==> config.mk <==
export PLATFORM = sky130hd
export DESIGN_NAME = mem_access_flat
export DESIGN_NICKNAME = d
export VERILOG_FILES = /design/src/rtl/mem_access_if.sv /design/src/rtl/mem_access.sv /design/src/flat_wrapper.sv
export SDC_FILE = /design/constraint.sdc
export NUM_CORES = 1
export LEC_CHECK = 0
export ABC_AREA = 1
export CAP_MARGIN = 0
export CORE_MARGIN = 2
export CORE_UTILIZATION = 46
export DETAILED_ROUTE_END_ITERATION = 6
export PLACE_DENSITY = 0.73
export SETUP_SLACK_MARGIN = 0.02
export SYNTH_ARGS = -nofsm -noshare
export SYNTH_HDL_FRONTEND = slang
export SYNTH_SLANG_ARGS = --single-unit
==> constraint.sdc <==
create_clock -name clk -period 4.1 [get_ports clk]
set_input_delay 0.615 -clock clk [delete_from_list [all_inputs] [get_ports clk]]
set_output_delay 0.615 -clock clk [all_outputs]
set_load 0.005 [all_outputs]
==> src/rtl/mem_access_if.sv <==
// Byte-serial RAM port between the MEM stage and data memory.
// mem_din returns the byte for the address driven in the previous cycle.
interface mem_access_if #(
    parameter int ADDR_W = 32
);
    logic [ADDR_W-1:0] mem_a;
    logic [7:0]        mem_dout;
    logic              mem_wr;
    logic [7:0]        mem_din;

    modport master (
        output mem_a,
        output mem_dout,
        output mem_wr,
        input  mem_din
    );

    modport slave (
        input  mem_a,
        input  mem_dout,
        input  mem_wr,
        output mem_din
    );
endinterface

==> src/rtl/mem_access.sv <==
// MEM stage of the RV32I pipeline: serialises loads/stores onto an 8-bit RAM
// port, stalls upstream until the access completes, and feeds MEM/WB.
module mem_access #(
    parameter int ADDR_W = 32,
    parameter int DATA_W = 32
) (
    input  logic              clk,
    input  logic              rst,
    input  logic              rdy,
    input  logic [4:0]        ex_rd,
    input  logic              ex_rd_enable,
    input  logic [DATA_W-1:0] ex_result,
    input  logic              mem_valid,
    input  logic              mem_we,
    input  logic [2:0]        mem_funct3,
    input  logic [ADDR_W-1:0] mem_addr,
    input  logic [DATA_W-1:0] mem_wdata,
    mem_access_if.master      ram,
    output logic              stall_req,
    output logic [4:0]        wb_rd,
    output logic              wb_rd_enable,
    output logic [DATA_W-1:0] wb_data
);

    localparam logic [1:0] S_IDLE  = 2'd0;
    localparam logic [1:0] S_ISSUE = 2'd1;
    localparam logic [1:0] S_DRAIN = 2'd2;
    localparam logic [1:0] S_DONE  = 2'd3;

    logic [1:0]        state;
    logic [1:0]        cnt;
    logic [1:0]        cnt_nxt;
    logic [1:0]        last_idx;
    logic [ADDR_W-1:0] addr_p1;
    logic [DATA_W-1:0] wdata_p1;
    logic              we_p1;
    logic [2:0]        funct3_p1;
    logic [DATA_W-1:0] rbuf;
    logic [7:0]        skid;
    logic              skid_vld;
    logic [7:0]        rd_byte;
    logic [ADDR_W-1:0] mem_a_q;
    logic [7:0]        mem_dout_q;
    logic              mem_wr_q;

    function automatic logic [1:0] last_byte_idx(input logic [2:0] f3);
        logic [1:0] r;
        case (f3[1:0])
            2'b00:   r = 2'd0;
            2'b01:   r = 2'd1;
            default: r = 2'd3;
        endcase
        return r;
    endfunction

    function automatic logic [7:0] pick_byte(input logic [DATA_W-1:0] w,
                                             input logic [1:0]        idx);
        return w[8*idx +: 8];
    endfunction

    function automatic logic [DATA_W-1:0] put_byte(input logic [DATA_W-1:0] w,
                                                   input logic [1:0]        idx,
                                                   input logic [7:0]        b);
        logic [DATA_W-1:0] r;
        r = w;
        r[8*idx +: 8] = b;
        return r;
    endfunction

    // funct3[2] selects zero-extension (LBU/LHU); reserved widths load a word.
    function automatic logic [DATA_W-1:0] load_ext(input logic [DATA_W-1:0] w,
                                                   input logic [2:0]        f3);
        logic signed [7:0]  b8;
        logic signed [15:0] h16;
        logic [DATA_W-1:0]  r;
        b8  = w[7:0];
        h16 = w[15:0];
        case (f3[1:0])
            2'b00:   r = f3[2] ? DATA_W'(w[7:0])  : DATA_W'(b8);
            2'b01:   r = f3[2] ? DATA_W'(w[15:0]) : DATA_W'(h16);
            default: r = w;
        endcase
        return r;
    endfunction

    assign cnt_nxt = cnt + 2'd1;

    // While frozen the address holds, so mem_din moves on to the held
    // address; the skid keeps the byte that belonged to the previous one.
    assign rd_byte = skid_vld ? skid : ram.mem_din;

    // ---- request latch (data only, no reset) ----
    always_ff @(posedge clk) begin
        if (rdy && state == S_IDLE && mem_valid) begin
            addr_p1   <= mem_addr;
            wdata_p1  <= mem_wdata;
            we_p1     <= mem_we;
            funct3_p1 <= mem_funct3;
            last_idx  <= last_byte_idx(mem_funct3);
        end
        if (!rdy && !skid_vld) begin
            skid <= ram.mem_din;
        end
    end

    // ---- access sequencer and registered RAM outputs ----
    always_ff @(posedge clk or negedge rst) begin
        if (!rst) begin
            state      <= S_IDLE;
            cnt        <= 2'd0;
            rbuf       <= '0;
            mem_a_q    <= '0;
            mem_dout_q <= 8'd0;
            mem_wr_q   <= 1'b0;
            skid_vld   <= 1'b0;
        end else if (!rdy) begin
            skid_vld <= 1'b1;
        end else begin
            skid_vld <= 1'b0;
            case (state)
                S_IDLE: begin
                    if (mem_valid) begin
                        cnt        <= 2'd0;
                        rbuf       <= '0;
                        mem_a_q    <= mem_addr;
                        mem_wr_q   <= mem_we;
                        mem_dout_q <= mem_wdata[7:0];
                        state      <= S_ISSUE;
                    end
                end
                S_ISSUE: begin
                    if (!we_p1 && cnt != 2'd0) begin
                        rbuf <= put_byte(rbuf, cnt - 2'd1, rd_byte);
                    end
                    if (cnt == last_idx) begin
                        mem_a_q    <= '0;
                        mem_dout_q <= 8'd0;
                        mem_wr_q   <= 1'b0;
                        state      <= we_p1 ? S_DONE : S_DRAIN;
                    end else begin
                        cnt        <= cnt_nxt;
                        mem_a_q    <= addr_p1 + ADDR_W'(cnt_nxt);
                        mem_dout_q <= pick_byte(wdata_p1, cnt_nxt);
                    end
                end
                S_DRAIN: begin
                    rbuf  <= put_byte(rbuf, last_idx, rd_byte);
                    state <= S_DONE;
                end
                S_DONE: begin
                    cnt   <= 2'd0;
                    state <= S_IDLE;
                end
                default: state <= S_IDLE;
            endcase
        end
    end

    // ---- combinational outputs ----
    assign ram.mem_a    = mem_a_q;
    assign ram.mem_dout = mem_dout_q;
    assign ram.mem_wr   = mem_wr_q && rdy;

    assign stall_req    = mem_valid && (state != S_DONE);
    assign wb_rd        = ex_rd;
    assign wb_rd_enable = ex_rd_enable;

    always_comb begin
        wb_data = ex_result;
        if (state == S_DONE && !we_p1) begin
            wb_data = load_ext(rbuf, funct3_p1);
        end
    end

endmodule

==> src/flat_wrapper.sv <==
// flat-port wrapper written by rule: the top's interface ports become plain ports
module mem_access_flat 
#(
    parameter int ADDR_W = 32,
    parameter int DATA_W = 32
)
  (clk, rst, rdy, ex_rd, ex_rd_enable, ex_result, mem_valid, mem_we, mem_funct3, mem_addr, mem_wdata, stall_req, wb_rd, wb_rd_enable, wb_data, ram_mem_a, ram_mem_dout, ram_mem_wr, ram_mem_din);
  mem_access_if #(.ADDR_W(ADDR_W)) ram_i ();
  input  logic clk;
  input  logic rst;
  input  logic rdy;
  input  logic [4:0] ex_rd;
  input  logic ex_rd_enable;
  input  logic [DATA_W-1:0] ex_result;
  input  logic mem_valid;
  input  logic mem_we;
  input  logic [2:0] mem_funct3;
  input  logic [ADDR_W-1:0] mem_addr;
  input  logic [DATA_W-1:0] mem_wdata;
  output logic stall_req;
  output logic [4:0] wb_rd;
  output logic wb_rd_enable;
  output logic [DATA_W-1:0] wb_data;
  output wire logic [$bits(ram_i.mem_a)-1:0] ram_mem_a;
  output wire logic [$bits(ram_i.mem_dout)-1:0] ram_mem_dout;
  output wire logic [$bits(ram_i.mem_wr)-1:0] ram_mem_wr;
  input wire logic [$bits(ram_i.mem_din)-1:0] ram_mem_din;
  assign ram_mem_a = ram_i.mem_a;
  assign ram_mem_dout = ram_i.mem_dout;
  assign ram_mem_wr = ram_i.mem_wr;
  assign ram_i.mem_din = ram_mem_din;
  mem_access #(.ADDR_W(ADDR_W), .DATA_W(DATA_W)) u_core (.clk(clk), .rst(rst), .rdy(rdy), .ex_rd(ex_rd), .ex_rd_enable(ex_rd_enable), .ex_result(ex_result), .mem_valid(mem_valid), .mem_we(mem_we), .mem_funct3(mem_funct3), .mem_addr(mem_addr), .mem_wdata(mem_wdata), .ram(ram_i), .stall_req(stall_req), .wb_rd(wb_rd), .wb_rd_enable(wb_rd_enable), .wb_data(wb_data));
endmodule
* After elaboration in Yosys (flattened, before gate mapping)
Index checks and enable logic that the tools add are counted.
** Storage, ports and cells
- Bits in registers :: 156
- Input bits :: 118
- Output and inout port bits :: 80
- Word-level logic and storage cells :: 84
** Cells by class
- $add $sub $neg :: 5
- Eq/ne operators :: 11
- Shift-type cells :: 5
- Mux-type cells :: 28
- Reduce and logical (&&, ||, !) cells :: 22
** Operators with widths (number)
- $mux W32 :: 7
- $pmux W32 S2 :: 2
- $pmux W32 S3 :: 1
- $neg A5 Y34 :: 2
- $shift A8 B34 Y32 const A :: 2
- $shiftx A8 B34 Y32 :: 2
- $bwmux W32 :: 2
- $add A32 B2 Y32 :: 1
- $shiftx A32 B6 Y8 :: 1
- $mux W8 :: 3
- $pmux W8 S2 :: 1
- $reduce_and A4 Y1 :: 3
- $mux W2 :: 4
- $pmux W2 S4 :: 1
- $logic_and A1 B1 Y1 :: 7
- $eq A2 B1 Y1 const B :: 3
- $logic_not A2 Y1 :: 3
- $ne A2 B2 Y1 const B :: 3
- $pmux W2 S3 :: 1
- $reduce_and A3 Y1 :: 2
- $reduce_bool A3 Y1 :: 2
- $eq A2 B2 Y1 const B :: 2
- $mux W1 :: 4
- $ne A2 B1 Y1 const B :: 2
- 7 further kinds :: 10

* Depth between registers and ports, before layout
Gate-level depths: netlist of the first run.
- Depth in word-level cells :: 6
- Mapped depth :: 14
- Mapped depth without buffers :: 11

* Worst setup path before layout of the first run
OpenSTA, ideal clock, no wires.
- Path kind :: reg-to-reg
- Start point :: reg u_core.state[0]
- End point :: reg u_core.addr_p1[0], enable pin
- Library setup time :: 0.499 ns
- Arrival :: 3.703 ns
- Data required time :: 3.601 ns
- Setup slack :: -0.102 ns
- Cell stages (with the launch flop) :: 5
- Buffers on the path :: 0
- Clock period less this slack :: 4.202 ns
- Cells stage by stage :: dfrtp_1 > inv_1 > ha_1 > nand2_1 > nor2_1
** Between the ends
- Longest elaborated chain between the ends :: 3
** RTL lines
- start: declaration :: RTL line mem_access.sv:30 : logic [1:0] state;
- start signal: assignment :: RTL line mem_access.sv:139 : state <= we_p1 ? S_DONE : S_DRAIN;
- $logic_not A2 Y1 :: RTL line mem_access.sv:94 : if (rdy && state == S_IDLE && mem_valid) begin
- $logic_and A1 B1 Y1 (2 in series) :: RTL line mem_access.sv:94
- end signal: assignment :: RTL line mem_access.sv:95 : addr_p1 <= mem_addr;
- end: declaration :: RTL line mem_access.sv:34 : logic [ADDR_W-1:0] addr_p1;
No other way between the ends.
A chain may end at the register's enable or synchronous reset.

* Worst setup path in the final report of the first run
- Start point :: reg u_core.state[1]
- End point :: out wb_data[8]
** Between the ends
- Longest elaborated chain between the ends :: 3
** RTL lines
- $eq A2 B2 Y1 :: RTL line mem_access.sv:170 : if (state == S_DONE && !we_p1) begin
- $logic_and A1 B1 Y1 :: RTL line mem_access.sv:170
- $mux W32 :: RTL line mem_access.sv:170
- end: declaration :: RTL line flat_wrapper.sv:23 : output logic [DATA_W-1:0] wb_data;
No other way between the ends.

==> flow_summary.yaml, run 1 <==
run_status:
  status: "finished clean"
sta:
  hold_viol: 0
  tightest_slew_ps: 920.4
  finalCritPeriodShare_pct: 78.39
  finalSetupViolCount: 0
  max_slew_margin_pct: 38.64
  rsz0062_at_grt: "false"
  slew_viol_final: 0
  max_freq_mhz: 311.1
  finClkSkew_ps: 8.480
  tns_ps: 0
  period_minus_slack_ps: 3214
floorplanning:
  die_y_um: 142.5
  die_area_um2: 20310
  core_um2: 18770
  ios: 198
  start_util_pct: 47.03
  die_w_um: 142.5
  rows: 50
setup_path:
  critPathCaptureType: "output port"
  cp_cell_sequence: "ha_1, inv_1, nor2_4, buf_4, inv_1, or2_2, o22ai_1, inv_1, clkdlybuf4s50_1"
  cpPeakStageDelay_ps: 450
  path_buf_inv: 5
  required_ps: 3480
  path_delay_family: "buffers and inverters"
  worstSetupStartpointType: "flop"
  crit_path_top_delay_cell: "clkdlybuf4s50_1"
  r2r-start: "u_core.last_idx[0]"
  path_class: "flop to output port"
  startpoint: "u_core.state[1]"
  cpMostUsedCell: "inv_1"
  crit_arrival_ps: 2600
  cp_max_fo: 25
clock_tree:
  cts.hold.buffers_added: 0
  cts_resized: 0
  cts_root_buf: "clkbuf_16"
  clock_path_buffers: 2
  clock_sinks: 156
  post_cts_buffers: 0
  insertion_delay_ps: 430
  clkTransAtPathRegs_ps: 60
  htree_levels: 4
  cts-buffers-inserted: 17
  cts_tree: "yes"
power_and_ir_drop:
  power_frac_seq_pct: 34.5
  combPwrFrac_pct: 42.3
  clock_power_share_pct: 23.2
  ir_drop_mv: 0.3456
  switching_share_pct: 38.17
  p_per_area_nw_per_um2: 580.7
  netSwitchingPower_w: 0.002518
  cellLeakagePower_nw: 4.715
  total_power_w: 0.006598
  intPower_w: 0.004080
synth:
  ys_types: 37
  syn_area_um2: 8827
  syn_nets: 1256
  synth_cells: 1120
  ys_seq_area_share_pct: 48.65
  yosys_warnings: 0
  ys_ff_latch: 156
  syn_area_per_cell_um2: 7.881
routing:
  wl_per_cell_um: 15.88
  vias_per_cell: 5.305
  dr.pass1.iters: 5
  routed_wl_um: 24280
  antenna_left: 0
  vias: 8111
  drtIter0Drc: 640
  drc: 0
global_routing:
  grt_start_max_net_pins: 71
  grt_overflow_total: 0
  grt_pass1_wl_um: 39450
  antenna_found_initial: 2
  grtUsageTotal_pct: 24.45
  grt_pass1_vias: 7779
layout:
  fin_nets: 1417
  final_cells: 1529
  drive_above_1_share_pct: 4.637
  syn2layout_area_growth_pct: 28.72
place:
  port_buffers: 185
  dp_cells: 1496
  hpwl_um: 17100
  gp_congestion: 0.9311
hold_path:
  hp-class: "input pin to async pin"
run:
  cap_violations: 0
[path summary, 6_finish.rpt]
| check | end | slack (ps) | cells after the start |
|---|---|---|---|
| hold reg to reg | u_core.ram.mem_dout[4] | 500 | 2 |
| setup / recovery | wb_data[8] | 890 | 9 |
| hold / removal | u_core.rbuf[26] | 260 | 1 |
| max in group asynchronous | u_core.rbuf[9] | 2970 | 2 |
| setup reg to reg | u_core.rbuf[4] | 1110 | 7 |
| min in group clk | u_core.ram.mem_dout[4] | 500 | 2 |
[cells in the mapped netlist]
master	count	share of area, %
inv_2	1	0.042
o22ai_1	19	1.3
nor2_2	2	0.14
nand3b_1	1	0.085
or2_2	3	0.21
clkinv_2	1	0.057
dfrtp_1	78	22
xnor2_1	4	0.40
o21bai_1	1	0.085
o21ai_0	126	7.1
nor3_2	1	0.11
clkinv_1	3	0.13
a21oi_2	1	0.099
nor3_1	16	0.91
a21oi_1	114	6.5
a31oi_2	1	0.14
o21ai_1	6	0.34
clkbuf_1	24	1.0
nor2_4	4	0.51
nand2_4	1	0.13
ha_1	17	2.4
fa_1	1	0.23
buf_1	2	0.085
buf_4	12	1.0
o211ai_1	18	1.5
nand3_1	31	1.8
buf_2	15	0.85
xor2_1	1	0.099
nand2_1	262	11
and2_1	1	0.071
inv_1	117	5.0
buf_6	2	0.26
or2_1	1	0.071
nand4_1	8	0.57
nor2_1	131	5.6
edfxtp_1	78	27
a22oi_1	16	1.4
[state kept, by name (all words and copies together) (netlist names)]
register and count:
u_core.ram.mem_dout 8, u_core.rbuf 32, u_core.we_p1 1, u_core.skid 8, u_core.last_idx 2, u_core.mem_wr_q 1
u_core.funct3_p1 3, u_core.wdata_p1 32, u_core.cnt 2, u_core.skid_vld 1, u_core.state 2, u_core.addr_p1 32
u_core.ram.mem_a 32
[kinds of logic after synthesis]
| family | after synthesis | synth area share, % |
|---|---|---|
| and+or+nand+nor | 462 | 21.28 |
| xor gates and xnor gates | 5 | 0.4961 |
| DFF | 156 | 48.65 |
| adders and majority gates | 18 | 2.636 |
| AOI/OAI and AO/OA | 302 | 18.51 |
| buffers and inverters | 177 | 8.434 |
[through the flow]
step | hold slack, ps | utilization, % | instance area [um2] | worst slack, ps
finish | 255.3 | 60.54 | 11360 | 885.8
global route | 296.1 | 60.54 | 11360 | 547.0
detailed placement | 473.6 | 57.51 | 10790 | 1209
CTS | 273.2 | 60.53 | 11360 | 825.0
global placement | 470.3 | 57.51 | 10790 | 1223
floorplan | 319.4 | - | 8830 | 1077
[power groups by stage]
stage               Sequential (W)  Combinational, W  Clock (W)
CTS                        0.00227           0.00280    0.00156
detailed placement         0.00229           0.00278          0
global placement           0.00229           0.00275          0
finish                     0.00228           0.00279    0.00153
floorplan                  0.00225           0.00162          0
global route               0.00232           0.00312    0.00162
[layout make-up]
| class | instances | area, um2 |
|---|---|---|
| Antenna cell | 1 | 2.502 |
| Clock buffer | 20 | 456.7 |
| Clock inverter | 12 | 110.1 |
| Fill cell | 1663 | 7406 |
| Inverter | 122 | 459.2 |
| Multi-Input combinational cell | 787 | 3807 |
| Sequential cell | 156 | 4294 |
| Tap cell | 234 | 292.8 |
| Timing Repair Buffer | 197 | 1939 |
[metal layers]
layer | track usage [%] | vias to the layer above | part of all wire (%)
li1 | - | 4058 | -
met1 | 31.99 | 3718 | 44
met2 | 40.26 | 290 | 47
met3 | 5.417 | 43 | 6.4
met4 | 8.442 | 2 | 2.4
met5 | 0 | - | 0.054
[cells in the final DEF, fill, tap and decap left out, types with 17 or more instances in the layout]
cell type | netlist | final
nor2_1 | 131 | 130
dfrtp_1 | 78 | 78
nand3_1 | 31 | 31
a21oi_1 | 114 | 114
ha_1 | 17 | 17
o21ai_0 | 126 | 126
edfxtp_1 | 78 | 78
nand2_1 | 262 | 262
o22ai_1 | 19 | 19
clkbuf_16 | 0 | 17
inv_1 | 117 | 117
clkdlybuf4s50_1 | 0 | 184
o211ai_1 | 18 | 18
No activity file was read; power rests on OpenSTA's default activity.
==> inputs of run 2 (changes only) <==
--- a/config.mk
+++ b/config.mk
@@ -8,9 +8,9 @@
 export ABC_AREA = 1
 export CAP_MARGIN = 0
 export CORE_MARGIN = 2
-export CORE_UTILIZATION = 46
+export CORE_UTILIZATION = 51
 export DETAILED_ROUTE_END_ITERATION = 6
-export PLACE_DENSITY = 0.73
+export PLACE_DENSITY = 0.77
 export SETUP_SLACK_MARGIN = 0.02
 export SYNTH_ARGS = -nofsm -noshare
 export SYNTH_HDL_FRONTEND = slang
==> constraint.sdc (replaced) <==
create_clock -name clk -period 3.35 [get_ports clk]
set_input_delay 0.5025 -clock clk [delete_from_list [all_inputs] [get_ports clk]]
set_output_delay 0.5025 -clock clk [all_outputs]
set_load 0.005 [all_outputs]
==> run 2 against run 1 <==
Cell count shrank 0.46%; global-route usage grew 2.1 points; first-iteration DRC count increased by 19%; die area is 9.5% lower; critical endpoint is now wb_data[25]; sequential power rose by 21%.
==> flow_summary.yaml, run 2 (synthesized netlist as in run 1, its figures left out) <==
run_status:
  status: "finished clean"
routing:
  wl_per_cell_um: 15.96
  vias_per_cell: 5.405
  routed_wl_um: 24290
  drc: 0
  dr.pass1.iters: 6
  drtIter0Drc: 760
  vias: 8227
  antenna_left: 0
clock_tree:
  cts-buffers-inserted: 17
  post_cts_buffers: 0
  clock_path_buffers: 2
  cts_resized: 0
  cts_tree: "yes"
  cts.hold.buffers_added: 0
  clkTransAtPathRegs_ps: 70
  insertion_delay_ps: 430
  clock_sinks: 156
  cts_root_buf: "clkbuf_16"
  htree_levels: 4
run:
  cap_violations: 0
setup_path:
  path_delay_family: "buffers and inverters"
  cpPeakStageDelay_ps: 590
  cp_max_fo: 18
  cp_cell_sequence: "buf_4, or2_1, nor3_2, a31oi_2, nand2_1, o21ai_0, inv_1, clkdlybuf4s50_1"
  critPathCaptureType: "output port"
  path_class: "flop to output port"
  path_buf_inv: 3
  r2r-start: "u_core.cnt[0]"
  crit_arrival_ps: 2460
  startpoint: "u_core.funct3_p1[1]"
  worstSetupStartpointType: "flop"
  crit_path_top_delay_cell: "a31oi_2"
  required_ps: 2850
sta:
  slew_viol_final: 0
  hold_viol: 0
  max_freq_mhz: 338.1
  finalCritPeriodShare_pct: 88.30
  tns_ps: 0
  rsz0062_at_grt: "false"
  period_minus_slack_ps: 2958
  max_slew_margin_pct: 30.77
  tightest_slew_ps: 1038
  finalSetupViolCount: 0
  finClkSkew_ps: 11.33
layout:
  final_cell_mix: "262 x nand2_1, 184 x clkdlybuf4s50_1, 130 x nor2_1"
  n_fill_cell: 1472
  syn2layout_area_growth_pct: 29.41
  final_common_cell: "nand2_1"
  design_area_um2: 11420
  drive_above_1_share_pct: 4.938
  fin_nets: 1419
hold_path:
  hp-class: "input pin to async pin"
place:
  hpwl_um: 16970
  port_buffers: 185
  place_area_um2: 10820
  gp_congestion: 0.9182
global_routing:
  grtUsageTotal_pct: 26.54
  grt_start_max_net_pins: 79
  grt_overflow_total: 0
  grt_pass1_wl_um: 38260
  antenna_found_initial: 1
  grt_pass1_vias: 7541
power_and_ir_drop:
  p_per_area_nw_per_um2: 718.4
  cellLeakagePower_nw: 4.750
  total_power_w: 0.008206
  ir_drop_mv: 0.4521
floorplanning:
  ios: 198
  rows: 48
  start_util_pct: 51.57
  die_area_um2: 18380
  die_w_um: 135.6
  die_y_um: 135.6
  core_um2: 17120
## run 2: cell types whose count changed in the layout (fill, tap and decap cells not counted), sizes merged
cell      change
clkinv        -1
clkinvlp      -1
inv           +5
buf           +2
clkbuf        -3
## run 2: where the power goes
group / internal [W] / total (W) / switching, W
Combinational: 0.00147 / 0.00348 / 0.00200
Sequential: 0.00248 / 0.00277 / 0.000294
Clock: 0.00107 / 0.00195 / 0.000887
Total: 0.00502 / 0.00821 / 0.00318
## run 2: worst paths after layout
check,slack (ps),end,cells past startpoint
worst max-delay path,390,wb_data[25],8
worst min-delay path,260,u_core.rbuf[31],1
worst max register to register,760,u_core.ram.mem_a[23],12
worst min register to register,500,u_core.ram.mem_dout[0],2
max in group asynchronous,2420,u_core.ram.mem_dout[7],1
min in group clk,500,u_core.ram.mem_dout[0],2
## run 2: worst register-to-register path: stages, from the launching register on
cell and delay (ps):
dfrtp_1 380, inv_1 240, ha_1 310, buf_4 220, ha_1 310, nand3_1 60, nand2_1 130, nand2_1 140
nor2_2 330, nand2_1 90, nand2_1 70, nand3_1 70, a21oi_1 160
## run 2: metrics by stage
step	worst slack (ps)	utilization (%)	hold slack, ps	std cells
floorplan	326.5	-	206.9	1120
global placement	799.3	63.22	469.1	1489
detailed placement	715.0	63.22	492.7	1489
CTS	342.6	66.73	302.5	1521
global route	88.30	66.73	351.5	1521
finish	392.0	66.74	262.3	1522
## run 2: per-layer routing
metal  vias to the layer above  part of all wire [%]  wire [um]  global-route usage [%]
met1                      3803                    43      10470                   35.07
li1                       4050                     -          -                       -
met2                       334                    49      11830                   44.56
met3                        40                   6.2       1494                   4.564
met5                         -                     0          0                       0
met4                         0                   2.0        485                   8.681
## run 2: cell type report
cell class              count  area, um2  share of cell area (%)
diodes                      1      2.502                 0.02191
clock buffers              17      425.4                   3.724
clock inverters            15      173.9                   1.522
inverters                 122      459.2                   4.020
multi-input cells         787       3807                   33.33
flip-flops and latches    156       4294                   37.59
well taps                 225      281.5                   2.464
repair buffers            199       1979                   17.33
